<file path="config.mk">
export PLATFORM = sky130hd
export DESIGN_NAME = size_patch_writer
export DESIGN_NICKNAME = d
export VERILOG_FILES = /design/src/rtl/size_patch_writer.sv
export SDC_FILE = /design/constraint.sdc
export NUM_CORES = 1
export LEC_CHECK = 0
export ABC_CLOCK_PERIOD_IN_PS = 5360
export CAP_MARGIN = 40
export CORE_ASPECT_RATIO = 1.5
export CORE_MARGIN = 4
export CORE_UTILIZATION = 56
export CTS_BUF_LIST = sky130_fd_sc_hd__clkbuf_16
export DETAILED_ROUTE_END_ITERATION = 12
export PLACE_DENSITY = 0.8
export SYNTH_ARGS = -nofsm -noshare
export SYNTH_HDL_FRONTEND = slang
export SYNTH_SLANG_ARGS = --single-unit
</file>
<file path="constraint.sdc">
create_clock -name clock -period 5.36 [get_ports clock]
set_input_delay 0.536 -clock clock [delete_from_list [all_inputs] [get_ports clock]]
set_output_delay 0.536 -clock clock [all_outputs]
set_load 0.01 [all_outputs]
</file>
<file path="src/rtl/size_patch_writer.sv">
// Queues size-field patch requests and writes each one back as consecutive
// big-endian byte stores into the output buffer.
module size_patch_writer #(
  parameter int DEPTH = 4
) (
  input  logic        clock,
  input  logic        reset,
  input  logic [31:0] offset_addr,
  input  logic [31:0] val,
  input  logic [31:0] byte_size,
  input  logic [31:0] base_addr,
  output logic        mem_we,
  output logic [31:0] mem_addr,
  output logic [7:0]  mem_wdata,
  output logic        busy,
  output logic        patch_done,
  output logic [31:0] patch_count,
  output logic        overflow,
  output logic        size_error
);

  localparam int AW = (DEPTH > 1) ? $clog2(DEPTH) : 1;
  localparam int CW = AW + 1;

  typedef enum logic {IDLE, WRITE} state_t;

  function automatic logic [7:0] pick_byte(input logic [31:0] v, input logic [1:0] idx);
    return v[{idx, 3'b000} +: 8];
  endfunction

  function automatic logic [1:0] last_index(input logic [2:0] size);
    return size[2] ? 2'd3 : (size[1:0] - 2'd1);
  endfunction

  state_t state, next_state;

  logic [31:0] fifo_addr [DEPTH];
  logic [31:0] fifo_val  [DEPTH];
  logic [2:0]  fifo_size [DEPTH];
  logic [AW-1:0] rd_ptr, wr_ptr;
  logic [CW-1:0] count;

  logic req_vld, size_bad, push, pop, fifo_empty;

  logic [31:0] cur_addr;
  logic [31:0] cur_val;
  logic [1:0]  cur_last;
  logic [1:0]  k;

  assign size_bad   = byte_size > 32'd4;
  assign req_vld    = (byte_size != 32'd0) && !size_bad;
  assign fifo_empty = (count == '0);
  // A full FIFO still accepts when the head leaves on the same edge.
  assign push       = req_vld && ((count < CW'(DEPTH)) || pop);

  always_ff @(posedge clock) begin
    if (reset) begin
      rd_ptr <= '0;
      wr_ptr <= '0;
      count  <= '0;
    end else begin
      if (push) wr_ptr <= wr_ptr + 1'b1;
      if (pop)  rd_ptr <= rd_ptr + 1'b1;
      case ({push, pop})
        2'b10:   count <= count + 1'b1;
        2'b01:   count <= count - 1'b1;
        default: count <= count;
      endcase
    end
  end

  always_ff @(posedge clock) begin
    if (push) begin
      fifo_addr[wr_ptr] <= base_addr + offset_addr;
      fifo_val[wr_ptr]  <= val;
      fifo_size[wr_ptr] <= byte_size[2:0];
    end
  end

  always_ff @(posedge clock) begin
    if (reset) state <= IDLE;
    else       state <= next_state;
  end

  always_comb begin
    next_state = state;
    pop        = 1'b0;
    case (state)
      IDLE: begin
        if (!fifo_empty) begin
          pop        = 1'b1;
          next_state = WRITE;
        end
      end
      WRITE: begin
        if (k == 2'd0) begin
          if (!fifo_empty) pop = 1'b1;
          else             next_state = IDLE;
        end
      end
      default: next_state = IDLE;
    endcase
  end

  // Patch datapath: head entry is latched on pop, k walks MSB to LSB.
  always_ff @(posedge clock) begin
    if (pop) begin
      cur_addr <= fifo_addr[rd_ptr];
      cur_val  <= fifo_val[rd_ptr];
      cur_last <= last_index(fifo_size[rd_ptr]);
      k        <= last_index(fifo_size[rd_ptr]);
    end else if (state == WRITE && k != 2'd0) begin
      k <= k - 2'd1;
    end
  end

  always_comb begin
    mem_we     = (state == WRITE);
    mem_addr   = '0;
    mem_wdata  = '0;
    patch_done = 1'b0;
    if (mem_we) begin
      mem_addr   = cur_addr + {30'd0, cur_last - k};
      mem_wdata  = pick_byte(cur_val, k);
      patch_done = (k == 2'd0);
    end
  end

  assign busy = !fifo_empty || (state == WRITE);

  always_ff @(posedge clock) begin
    if (reset) begin
      patch_count <= '0;
      overflow    <= 1'b0;
      size_error  <= 1'b0;
    end else begin
      if (patch_done)       patch_count <= patch_count + 32'd1;
      if (req_vld && !push) overflow    <= 1'b1;
      if (size_bad)         size_error  <= 1'b1;
    end
  end

endmodule

</file>
==> metrics.yaml <==
logic_synthesis:
  synthesis.nets: 1267
  ys_ff_latch: 380
  yosysWarnings: 0
  synth-edff-count: 336
  syn_inst: 1093
  async_flop_share_pct: 0
  avgSynthCellArea_um2: 15.32
  seq_area_frac_synth_pct: 65.52
  synth_area_um2: 16740
  synth_cell_types: 62
  dominantRegCellSynth: "edfxtp_1"
timing:
  worst_pin_slew_ns: 0.8383
  drv_slew: 0
  rsz0062_at_grt: "no"
  maxSlewHeadroom_pct: 43.68
  post-route-period-util_pct: 88.71
  clock_skew_ns: 0.01341
  fin_ws_ns: 0.6051
  setup-tns-final_ns: 0
  min_period_ns: 4.755
  fmax_mhz: 210.3
  setup_violations: 0
  final_hold_viol_count: 0
die:
  io_pins: 207
  die_w_um: 149.2
  initial_utilization_pct: 56.79
  die_area_um2: 32790
  core-area_um2: 29480
  fp.dieH_um: 219.8
  num_rows: 77
detailed_routing:
  drtIter0Drc: 525
  vias_per_cell: 5.731
  wl_per_cell_um: 19.99
  drt_wl_total_um: 34540
  postRouteAntennaNets: 0
  dr.pass1.iters: 5
  drc: 0
  dr_total_vias: 9904
cells_and_area:
  seq_area_um2: 10980
  fill_cells: 2020
  diodes: 0
  fin_area_um2: 20390
  multi_input_area_um2: 5460
  area_delta_synth_final_pct: 21.75
  drive_above_1_share_pct: 11.85
  nets: 1485
outcome:
  outcome: "finished clean"
global_routing:
  grt_use_total_pct: 21.09
  grt_pass1_wl_um: 53430
  overflow: 0
  grt_antenna_before_repair: 0
  grt_pass1_vias: 10185
  grt_max_degree: 51
clock_tree:
  holdBufCountCts: 0
  cts.sinks: 380
  tritoncts: "done"
  path_clk_slew_ns: 0.07
  clk_latency_ns: 0.52
  htree_levels: 2
  cts_made_buffers: 35
  clock_tree.buffer_depth: 3
  cts_setup_buffers: 0
  root_buffer: "clkbuf_16"
  cts_resized: 0
hold_path:
  min_path_type: "flop to flop"
pwr:
  p_total_mw: 5.956
  peakVddDrop_v: 0.0002165
  power.density_nw_per_um2: 292.2
  leakagePower_nw: 6.634
setup_path:
  path_class: "flop to primary output"
  critPathMaxFanout: 10
  crit_path_start_kind: "flop"
  end_kind: "primary output"
  rrSetupSlack_ns: 1.99
  required_ns: 4.82
  cp_data_arrival_time_ns: 4.22
place:
  place_area_um2: 19330
  hpwl_um: 23680
  portBuffers: 206
  place_ws_ns: 1.112
  place.gp.congestion: 0.8777
job:
  cap_violations: 0
[registers in the layout (all words and copies together) (netlist names), 2 cells and up, named ones only]
| signal | flops |
|---|---|
| count | 3 |
| patch_count | 32 |
| wr_ptr | 2 |
| rd_ptr | 2 |
| fifo_val | 128 |
| fifo_addr | 128 |
| k | 2 |
| cur_val | 32 |
| cur_last | 2 |
| cur_addr | 32 |
| fifo_size | 12 |
[stage by stage]
step                      util, %  hold WS (ns)  cells
after detailed placement    65.56        0.4489   1669
after global routing        69.15        0.4794   1728
after floorplan                 -        0.4696   1093
after CTS                   69.15        0.4571   1728
after global placement      65.26        0.4372   1665
final                       69.15        0.4634   1728
[synth_stat cells, types with 3 or more instances]
library cell,instances,share of area [%]
o21ai_0,29,0.87
o41ai_1,3,0.16
nor2_1,58,1.3
edfxtp_1,336,60
clkbuf_1,27,0.61
nor3_1,14,0.42
nand3_1,28,0.84
nor2b_1,11,0.41
o21a_1,8,0.36
a211oi_1,3,0.13
xnor2_1,52,2.7
o211ai_1,5,0.22
fa_1,3,0.36
a21boi_0,3,0.13
a21oi_1,47,1.4
a211o_1,4,0.21
o31ai_1,3,0.13
inv_1,36,0.81
nand2_1,60,1.3
xor2_1,31,1.6
o21bai_1,5,0.22
a21o_1,4,0.18
buf_1,4,0.090
nor4_1,9,0.34
or3_1,12,0.45
nand2b_1,10,0.37
ha_1,41,3.1
and3_1,15,0.56
dfxtp_1,44,5.3
and2_1,39,1.5
a31oi_1,8,0.30
nand4_1,21,0.78
mux4_2,75,10
buf_2,6,0.18
mux2i_1,6,0.36
[critical path, cell delays in order, from the launching register on]
cell and delay (ns):
edfxtp_1 0.36, buf_4 0.21, ha_1 0.21, xnor2_1 0.14, xnor2_1 0.26, inv_1 0.10
fa_1 0.44, nand2b_1 0.20, or3_1 0.45, or3_1 0.36, a21boi_0 0.35, clkdlybuf4s50_1 0.62
[cells by family after synthesis]
group                    count (synthesis)  synth area share, %
flip-flops                             380                65.52
XOR/XNOR                                83                4.342
buffers and inverters                   75                1.906
adder cells (fa/ha/maj)                 44                3.423
AND/OR/NAND/NOR                        290                9.064
AO/OA/AOI/OAI                          139                5.231
multiplexers                            82                10.51
[layout by cell type, fill, tap and decap left out, types with 11 or more instances in the layout]
cell,netlist,routed
and3_1,15,15
xor2_1,31,31
nand2_1,60,60
dfxtp_1,44,42
a21oi_1,47,47
nor2_1,58,58
or3_1,12,12
o21ai_0,29,29
inv_1,36,42
and2_1,39,35
nor2b_1,11,11
xnor2_1,52,52
clkbuf_16,0,36
clkdlybuf4s50_1,0,206
ha_1,41,41
mux4_2,75,75
nand3_1,28,28
nor3_1,14,14
nand4_1,21,21
edfxtp_1,336,336
[power breakdown]
group	internal [mW]	switching [mW]	leakage (nW)
combinational	0.183	0.214	2.71
clock	1.27	1.03	0.544
sequential	3.26	0.000239	3.38
total	4.72	1.24	6.63
[final cells by class]
class	count	share of cell area [%]
clock buffers	36	4.419
clock inverters	23	0.7733
inverters	36	0.6629
multi-input cells	638	26.78
flip-flops and latches	380	53.84
well taps	395	2.424
repair buffers	220	11.10
[path summary, 6_finish.rpt]
kind | startpoint | to | cells past startpoint
worst min register to register | size_error$_SDFFE_PP0P_ | size_error$_SDFFE_PP0P_ | 2
worst min-delay path | size_error$_SDFFE_PP0P_ | size_error$_SDFFE_PP0P_ | 2
worst max-delay path | k[0]$_DFFE_PP_ | mem_addr[12] | 11
worst max register to register | k[1]$_DFFE_PP_ | count[2]$_SDFFE_PP0P_ | 11
[routing by layer]
layer / part of all wire [%] / GRT usage [%] / up-vias
met5: 0 / 0 / -
met4: 3.8 / 8.336 / 0
met3: 4.0 / 2.613 / 78
met2: 55 / 40.01 / 287
met1: 37 / 23.97 / 4884
li1: - / - / 4655
Note: power is estimated with default switching activity, not from simulation.
